$ cat config.mk
export PLATFORM = sky130hd
export DESIGN_NAME = serial_comp
export DESIGN_NICKNAME = d
export VERILOG_FILES = /design/src/rtl/serial_comp.sv
export SDC_FILE = /design/constraint.sdc
export NUM_CORES = 1
export LEC_CHECK = 0
export CAP_MARGIN = 10
export CELL_PAD_IN_SITES_DETAIL_PLACEMENT = 0
export CELL_PAD_IN_SITES_GLOBAL_PLACEMENT = 1
export CORE_MARGIN = 2
export CORE_UTILIZATION = 30
export CTS_BUF_LIST = sky130_fd_sc_hd__clkbuf_8
export DETAILED_ROUTE_END_ITERATION = 6
export PLACE_DENSITY_LB_ADDON = 0.1
export SYNTH_ARGS = -nofsm -noshare
export SYNTH_HDL_FRONTEND = slang
export SYNTH_SLANG_ARGS = --single-unit
$ cat constraint.sdc
create_clock -name clk -period 2.95 [get_ports clk]
set_input_delay 0.4425 -clock clk [delete_from_list [all_inputs] [get_ports clk]]
set_output_delay 0.4425 -clock clk [all_outputs]
set_load 0.02 [all_outputs]
$ cat src/rtl/serial_comp.sv
// Bit-serial unsigned magnitude comparator: operands arrive one bit pair per accepted cycle.
// Compile-time option SERIAL_COMP_LSB_FIRST_EN switches from MSB-first to LSB-first bit order.
module serial_comp #(
  parameter int WIDTH = 8
) (
  input  logic clk,
  input  logic rst_n,
  input  logic start,
  input  logic bit_valid,
  input  logic a,
  input  logic b,
  output logic busy,
  output logic done,
  output logic gt,
  output logic eq,
  output logic lt
);

  localparam int CW = $clog2(WIDTH + 1);
  localparam logic [CW-1:0] LAST_IDX = CW'(WIDTH - 1);

  typedef enum logic [1:0] {
    IDLE  = 2'd0,
    SHIFT = 2'd1,
    DONE  = 2'd2
  } state_t;

  state_t        state_reg;
  logic [CW-1:0] cnt_reg;

  always_ff @(posedge clk) begin
    if (!rst_n) begin
      state_reg <= IDLE;
      cnt_reg   <= '0;
      busy      <= 1'b0;
      done      <= 1'b0;
      gt        <= 1'b0;
      eq        <= 1'b1;
      lt        <= 1'b0;
    end else begin
      case (state_reg)
        IDLE: begin
          done <= 1'b0;
          // A bit pair presented alongside start is deliberately not consumed.
          if (start) begin
            state_reg <= SHIFT;
            busy      <= 1'b1;
            cnt_reg   <= '0;
            gt        <= 1'b0;
            eq        <= 1'b1;
            lt        <= 1'b0;
          end
        end
        SHIFT: begin
          if (bit_valid) begin
`ifdef SERIAL_COMP_LSB_FIRST_EN
            // Later (more significant) differing bits override earlier ones.
            if (a != b) begin
              eq <= 1'b0;
              gt <= a;
              lt <= ~a;
            end
`else
            // First differing bit is the most significant one and decides.
            if (eq && (a != b)) begin
              eq <= 1'b0;
              gt <= a;
              lt <= ~a;
            end
`endif
            cnt_reg <= cnt_reg + 1'b1;
            if (cnt_reg == LAST_IDX) begin
              state_reg <= DONE;
              done      <= 1'b1;
            end
          end
        end
        DONE: begin
          state_reg <= IDLE;
          done      <= 1'b0;
          busy      <= 1'b0;
        end
        default: begin
          state_reg <= IDLE;
          done      <= 1'b0;
          busy      <= 1'b0;
        end
      endcase
    end
  end

endmodule

==> impl_metrics.py, run 1 <==
metrics = {
    "routing": {
        "num_vias": 438,
        "ant_nets": 0,
        "avgRoutedWirePerCell_um": 12.2,
        "drc_errors": 0,
        "drt_first_pass_iters": 4,
        "drtIter0Drc": 11,
        "finalWirelength_mm": 1.04,
        "detail_route.vias_per_cell": 5.15,
    },
    "die": {
        "die_h_um": 46.1,
        "row_count": 15,
        "dieArea_sq_um": 2130,
        "ios": 11,
        "core_region_area_sq_um": 1690,
        "start_util_pct": 31.5,
        "die_width_um": 46.1,
    },
    "grt": {
        "grt_pass1_vias": 403,
        "gr-total-overflow": 0,
        "gr-usage-all-layers_pct": 11.4,
        "grt_max_degree": 14,
        "grt.busiest_layer": "met2",
        "use_met2_pct": 16.1,
        "use_met1_pct": 14.4,
        "antenna_found_initial": 0,
        "grt_pass1_wl_mm": 1.66,
        "grtUsageMet3_pct": 7.06,
    },
    "worst_setup_path": {
        "crit_family": "buffers and inverters",
        "cpMaxStageDelayCell": "clkdlybuf4s50_1",
        "crit_path_cell_trace": "clkdlybuf4s50_1 -> mux2i_2 -> nor4_4 -> mux2_2",
        "critical_path_buf_inv_count": 1,
        "cp_slowest_stage_delay_ps": 570,
        "end_kind": "register",
        "timing.reg2reg.setup_slack_ps": 1470,
        "cp_data_arrival_time_ps": 1850,
        "worstSetupPathType": "in2reg",
        "worst-path-max-fanout": 6,
        "crit_required_ps": 3080,
        "start_kind": "input port",
    },
    "yosys": {
        "synth_top_area_cell": "dfxtp_1",
        "synthTopCellsByArea": "dfxtp_1 41%, nor4_4 4.0%, a21oi_1 3.8%, o21ai_0 3.8%, nor2_1 3.5%",
        "synth_nets": 63,
        "synthCells": 56,
        "ys.warnings.count": 0,
        "syn_area_per_cell_sq_um": 9.50,
        "ys_ff_latch": 11,
        "syn_area_sq_um": 532,
        "ys_types": 30,
        "yosysSeqAreaShare_pct": 41.4,
        "synth_top_area_share_pct": 41.4,
    },
    "sta": {
        "finalClockSkew_ps": 2.43,
        "fin_crit_ps": 1720,
        "fin_hold_ws_ps": 475,
        "tightestPinTransition_ps": 430,
        "hold_viol_final": 0,
        "slew_viol_final": 0,
        "slew-limit-headroom_pct": 71.3,
        "min_period_over_period_pct": 58.4,
        "fmax_mhz": 580,
        "final.setup.tns_ps": 0,
        "rsz0062_at_grt": "false",
        "setup_violations": 0,
    },
    "clocking": {
        "numCtsBuffers": 3,
        "insertion_delay_ps": 240,
        "cts_resized": 0,
        "clock_path_buffers": 2,
        "clock-sinks": 11,
        "path_clk_slew_ps": 50,
        "cts-root-buf": "clkbuf_8",
        "cts_setup_buffers": 0,
        "cts_hold_buf": 0,
        "htree_levels": 1,
        "cts_tree": "yes",
    },
    "finish": {
        "insertedDiodeCount": 0,
        "fillerInstances": 191,
        "final_common_cell": "dfxtp_1",
        "fin_nets": 76,
        "final_cell_mix": "11 x dfxtp_1, 10 x clkdlybuf4s50_1, 5 x nor2_1",
        "area_growth_pct": 28.5,
        "final_layout_size_suffix_gt1_share_pct": 8.82,
        "largest_reg_flops": 4,
        "seqCellArea_sq_um": 220,
        "multi_input_area_sq_um": 285,
    },
    "placed_design": {
        "gp_congestion": 0.682,
        "dpl.hpwl_um": 802,
        "portBuffers": 10,
    },
    "pwr": {
        "p_leak_nw": 0.259,
        "finalPower_w": 0.000345,
        "peakVddDrop_mv": 0.307,
        "power.density_nw_per_um2": 505,
    },
    "run_status": {
        "status": "finished clean",
    },
    "job": {
        "cap_viol_max_count": 0,
    },
    "hold_path": {
        "hold_path.class": "reg2reg",
    },
}
==> worst paths after layout <==
kind,from,endpoint,depth (start not counted)
min,done,done,2
max reg2reg,state_reg[0],lt,3
min reg2reg,done,done,2
max,bit_valid,lt,4
==> per-layer routing <==
layer | part of all wire [%] | routed length (um)
met5 | 0 | 0
met4 | 0 | 0
met3 | 5.5 | 57
met2 | 47 | 490
met1 | 47 | 490
==> cell families after synthesis <==
family	Yosys count	share of synthesized area, %
simple gates	23	30.1
compound gates	12	12.9
flops	11	41.4
buf+inv	5	4.94
mux	3	6.59
xor+xnor	1	1.65
fa+ha+maj	1	2.35
==> power breakdown <==
group	switching [W]	total, W	leakage, nW	internal, W
combinational	0.0000200	0.0000408	0.143	0.0000208
sequential	0.00000500	0.000159	0.0896	0.000154
clock	0.0000542	0.000145	0.0269	0.0000911
total	0.0000792	0.000345	0.259	0.000265
==> cell usage after synthesis <==
cell	n
a211oi_1	1
a21oi_1	4
a31oi_1	1
and3_1	1
and4b_1	1
buf_6	1
clkbuf_1	1
dfxtp_1	11
ha_1	1
inv_1	3
mux2_2	1
mux2i_1	1
mux2i_2	1
nand2_1	1
nand2b_1	2
nand3_1	2
nand3b_1	2
nand4b_1	2
nor2_1	5
nor2b_1	1
nor3b_1	1
nor4_4	1
nor4b_1	1
o21ai_0	4
o21bai_1	1
o31ai_1	1
or3_1	1
or3b_1	1
or4_1	1
xnor2_1	1
==> tightest hold or removal path, delay by kind of cell, from the launching register on <==
kind,cells,cell delay [ps]
flops,1,320
simple gates,2,110
==> area by class of cell <==
cell class / instances / area share (%)
clock inverter: 1 / 0.549
sequential: 11 / 32.2
inverter: 3 / 1.65
timing repair buffer: 10 / 14.7
tap: 17 / 3.11
multi-input combinational: 40 / 41.8
clock buffer: 3 / 6.04
==> through the flow <==
stage / area (sq um) / worst slack (ps) / util, % / instances
after global placement: 638 / 949 / 37.8 / 81
after detailed placement: 638 / 954 / 37.8 / 81
final: 683 / 1230 / 40.4 / 85
after global routing: 683 / 1150 / 40.4 / 85
after CTS: 683 / 1200 / 40.4 / 85
after floorplan: 532 / 1600 / - / 56
(Power assumes the default switching activity.)
==> run 2, diff against run 1 <==
==> constraint.sdc (replaced) <==
create_clock -name clk -period 1.5 [get_ports clk]
set_input_delay 0.225 -clock clk [delete_from_list [all_inputs] [get_ports clk]]
set_output_delay 0.225 -clock clk [all_outputs]
set_load 0.02 [all_outputs]
==> impl_metrics.py, run 2 (synthesis gave the netlist of run 1 again) <==
metrics = {
    "finish": {
        "final_cell_mix": "11 x dfxtp_1, 10 x clkdlybuf4s50_1, 9 x buf_4, 5 x nor2_1",
        "area_growth_pct": 41.2,
        "final_util_pct": 44.4,
        "fillerInstances": 177,
        "insertedDiodeCount": 0,
        "final_layout_size_suffix_gt1_share_pct": 19.5,
        "final_common_cell": "dfxtp_1",
        "seqCellArea_sq_um": 220,
        "largest_reg_flops": 4,
        "multi_input_area_sq_um": 285,
        "fin_nets": 85,
    },
    "sta": {
        "fin_hold_ws_ps": 469,
        "slew_viol_final": 0,
        "setup_slack_ps": 79.3,
        "tightestPinTransition_ps": 335,
        "hold_viol_final": 0,
        "fmax_mhz": 704,
        "rsz0062_at_grt": "false",
        "fin_crit_ps": 1420,
        "slew-limit-headroom_pct": 77.2,
        "finalClockSkew_ps": 0.352,
        "min_period_over_period_pct": 94.7,
        "setup_violations": 0,
    },
    "worst_setup_path": {
        "timing.rr.end": "lt",
        "cp_data_arrival_time_ps": 1550,
        "end_kind": "register",
        "crit_family": "simple AND/OR/NAND/NOR gates",
        "worstSetupPathType": "in2reg",
        "timing.reg2reg.setup_slack_ps": 180,
        "worst-path-max-fanout": 3,
        "timing.rr.start": "state_reg[0]",
        "cp_slowest_stage_delay_ps": 510,
        "crit_path_cell_trace": "clkdlybuf4s50_1 -> or3b_1 -> and3_1 -> mux2_2",
        "crit_required_ps": 1630,
        "cpMaxStageDelayCell": "clkdlybuf4s50_1",
        "start_kind": "input port",
        "reg2reg_depth": 3,
        "critical_path_buf_inv_count": 1,
    },
    "routing": {
        "drtIter0Drc": 5,
        "num_vias": 473,
        "avgRoutedWirePerCell_um": 12.1,
        "detail_route.vias_per_cell": 5.03,
        "drt_first_pass_iters": 4,
        "finalWirelength_mm": 1.13,
        "drc_errors": 0,
        "ant_nets": 0,
    },
    "die": {
        "ios": 11,
        "start_util_pct": 31.5,
        "die_h_um": 46.1,
        "core_region_area_sq_um": 1690,
        "die_width_um": 46.1,
        "row_count": 15,
        "dieArea_sq_um": 2130,
    },
    "hold_path": {
        "hp-start": "gt",
        "hold_path_depth": 2,
        "min_to": "gt",
        "hold_path.class": "reg2reg",
    },
    "clocking": {
        "insertion_delay_ps": 240,
        "cts_hold_buf": 0,
        "cts_resized": 0,
        "cts_tree": "yes",
        "cts_setup_buffers": 0,
        "numCtsBuffers": 3,
        "path_clk_slew_ps": 50,
        "clock-sinks": 11,
        "htree_levels": 1,
        "clock_path_buffers": 2,
        "cts-root-buf": "clkbuf_8",
    },
    "placed_design": {
        "dpl.hpwl_um": 876,
        "gp_congestion": 0.694,
        "portBuffers": 10,
        "post-place-ws_ps": -177,
    },
    "grt": {
        "antenna_found_initial": 0,
        "grt_pass1_vias": 427,
        "grt_max_degree": 8,
        "gr-usage-all-layers_pct": 13.3,
        "grt_pass1_wl_mm": 1.91,
        "gr-total-overflow": 0,
    },
    "pwr": {
        "power.density_nw_per_um2": 947,
        "p_leak_nw": 0.304,
        "peakVddDrop_mv": 0.540,
    },
    "job": {
        "cap_viol_max_count": 0,
    },
    "run_status": {
        "status": "finished clean",
    },
}
==> run 2: worst max-delay path by stage <==
| stage | from | endpoint | cells past startpoint |
|---|---|---|---|
| after floorplan | state_reg[0] | lt | 4 |
| after global placement | start | lt | 4 |
| after detailed placement | start | lt | 4 |
| after CTS | start | lt | 4 |
| after global routing | start | lt | 4 |
| final | start | lt | 4 |
==> run 2: through the flow <==
| step | setup TNS [ps] | instance area, sq um | std cells | power (W) |
|---|---|---|---|---|
| global route | 0 | 751 | 94 | 0.000743 |
| finish | 0 | 751 | 94 | 0.000711 |
| global placement | -311 | 706 | 90 | 0.000419 |
| detailed placement | -417 | 706 | 90 | 0.000418 |
| floorplan | 0 | 532 | 56 | 0.000365 |
| CTS | 0 | 751 | 94 | 0.000719 |
==> run 2: metal layers <==
metal | track usage (%) | share of wire (%) | vias up
met1 | 19.1 | 52 | 208
met4 | 8.57 | 2.0 | 0
met5 | 0 | 0 | -
li1 | - | - | 246
met2 | 16.9 | 42 | 15
met3 | 3.53 | 4.1 | 4
==> run 2: layout make-up <==
class	instances	area share [%]
inverter	3	1.50
multi-input combinational	40	38.0
timing repair buffer	19	22.3
clock inverter	1	0.500
sequential	11	29.3
clock buffer	3	5.50
tap	17	2.83
==> run 2: worst register-to-register path, stage by stage, from the launching register on <==
cell     delay (ps)
dfxtp_1         360
or3b_1          410
and3_1          190
mux2_2          250
==> run 2: power by group <==
group,internal (W),switching (W)
clock network,0.000181,0.000121
logic,0.0000557,0.0000452
registers,0.000301,0.00000744
==> run 3, diff against run 2 <==
--- a/config.mk
+++ b/config.mk
@@ -9,7 +9,7 @@
 export CELL_PAD_IN_SITES_DETAIL_PLACEMENT = 0
 export CELL_PAD_IN_SITES_GLOBAL_PLACEMENT = 1
 export CORE_MARGIN = 2
-export CORE_UTILIZATION = 30
+export CORE_UTILIZATION = 25
 export CTS_BUF_LIST = sky130_fd_sc_hd__clkbuf_8
 export DETAILED_ROUTE_END_ITERATION = 6
 export PLACE_DENSITY_LB_ADDON = 0.1
==> impl_metrics.py, run 3 (synthesis gave the netlist of run 1 again) <==
metrics = {
    "run_status": {
        "status": "finished clean",
    },
    "finish": {
        "final_cell_mix": "11 x dfxtp_1, 10 x clkdlybuf4s50_1, 8 x buf_4, 5 x nor2_1",
        "insertedDiodeCount": 0,
        "area_growth_pct": 42.1,
        "final_layout_size_suffix_gt1_share_pct": 18.4,
        "largest_reg_flops": 4,
        "final_common_cell": "dfxtp_1",
        "finalNonFillerCells": 103,
        "fin_nets": 84,
    },
    "clocking": {
        "numCtsBuffers": 3,
        "clock-sinks": 11,
        "insertion_delay_ps": 240,
        "htree_levels": 1,
        "cts_hold_buf": 0,
        "clock_path_buffers": 2,
        "cts_tree": "yes",
        "cts-root-buf": "clkbuf_8",
        "cts_setup_buffers": 0,
        "cts_resized": 0,
        "path_clk_slew_ps": 50,
    },
    "grt": {
        "antenna_found_initial": 0,
        "gr-usage-all-layers_pct": 11.8,
        "grt_pass1_vias": 472,
        "gr-total-overflow": 0,
        "grt_max_degree": 11,
        "grt_pass1_wl_mm": 2.19,
    },
    "hold_path": {
        "hp-start": "gt",
        "hold_path.class": "reg2reg",
    },
    "routing": {
        "detail_route.vias_per_cell": 4.57,
        "num_vias": 471,
        "finalWirelength_mm": 1.20,
        "ant_nets": 0,
        "drt_first_pass_iters": 3,
        "drc_errors": 0,
        "avgRoutedWirePerCell_um": 11.7,
        "drtIter0Drc": 7,
    },
    "sta": {
        "final.setup.tns_ps": 0,
        "rsz0062_at_grt": "false",
        "tightestPinTransition_ps": 330,
        "slew_viol_final": 0,
        "fmax_mhz": 711,
        "finalClockSkew_ps": 4.08,
        "setup_slack_ps": 93.9,
        "fin_crit_ps": 1410,
        "min_period_over_period_pct": 93.7,
        "hold_viol_final": 0,
        "slew-limit-headroom_pct": 77.5,
        "setup_violations": 0,
    },
    "die": {
        "die_h_um": 50.1,
        "core_region_area_sq_um": 1980,
        "die_width_um": 50.1,
        "start_util_pct": 26.8,
        "ios": 11,
        "dieArea_sq_um": 2510,
        "row_count": 16,
    },
    "placed_design": {
        "gp_congestion": 0.688,
        "portBuffers": 10,
        "dpl.cell_count": 99,
        "post-place-ws_ps": -157,
        "dpl.hpwl_um": 922,
    },
    "pwr": {
        "p_leak_nw": 0.299,
        "power.density_nw_per_um2": 937,
        "peakVddDrop_mv": 0.789,
    },
    "worst_setup_path": {
        "crit_path_cell_trace": "clkdlybuf4s50_1 -> or3b_1 -> and3_1 -> mux2_2",
        "critical_path_buf_inv_count": 1,
        "cpMaxStageDelayCell": "clkdlybuf4s50_1",
        "crit_family": "simple AND/OR/NAND/NOR gates",
        "start_kind": "input port",
        "timing.rr.start": "state_reg[0]",
        "worstSetupPathType": "in2reg",
        "cp_slowest_stage_delay_ps": 500,
        "startpoint": "start",
        "worst-path-max-fanout": 3,
        "end_kind": "register",
        "crit_required_ps": 1630,
        "cp_data_arrival_time_ps": 1540,
    },
    "job": {
        "cap_viol_max_count": 0,
    },
}
==> run 3: cell types whose count changed in the layout (fill, tap and decap cells not counted), sizes merged <==
| cell | before | now |
|---|---|---|
| buf | 9 | 8 |
==> run 3: per-layer routing <==
layer / track usage, % / share of wire [%] / wire length (um) / vias to the layer above
li1: - / - / - / 243
met1: 14.8 / 49 / 591 / 220
met2: 18.2 / 46 / 556 / 6
met3: 4.55 / 3.2 / 38 / 2
met4: 4.17 / 1.1 / 13 / 0
met5: 0 / 0 / 0 / -
==> run 3: area by class of cell <==
| class | count | area, sq um |
|---|---|---|
| clock buffer | 3 | 41.3 |
| clock inverter | 1 | 3.75 |
| fill | 204 | 1230 |
| inverter | 3 | 11.3 |
| multi-input combinational | 40 | 285 |
| sequential | 11 | 220 |
| tap | 27 | 33.8 |
| timing repair buffer | 18 | 160 |
==> run 3: path summary, 6_finish.rpt <==
path	to	cells after the start	slack, ps
min	gt	2	470
max reg2reg	lt	3	190
min reg2reg	gt	2	470
max	lt	4	90
==> run 3: worst min-delay path: stages, from the launching register on <==
cell     delay [ps]
dfxtp_1         310
nand3_1          60
mux2i_1          60
==> run 3: power by group <==
| group | total [W] | switching, W | internal [W] |
|---|---|---|---|
| Combinational | 0.000102 | 0.0000464 | 0.0000557 |
| Clock | 0.000297 | 0.000117 | 0.000180 |
| Sequential | 0.000309 | 0.00000774 | 0.000302 |
| Total | 0.000708 | 0.000171 | 0.000537 |
==> run 3: metrics by stage <==
stage	hold WS, ps	cell area, sq um	util (%)	power (W)
floorplan	370	532	-	0.000365
global placement	455	711	35.9	0.000420
detailed placement	464	711	35.9	0.000418
CTS	477	756	38.1	0.000721
global route	497	756	38.1	0.000747
finish	475	756	38.1	0.000708
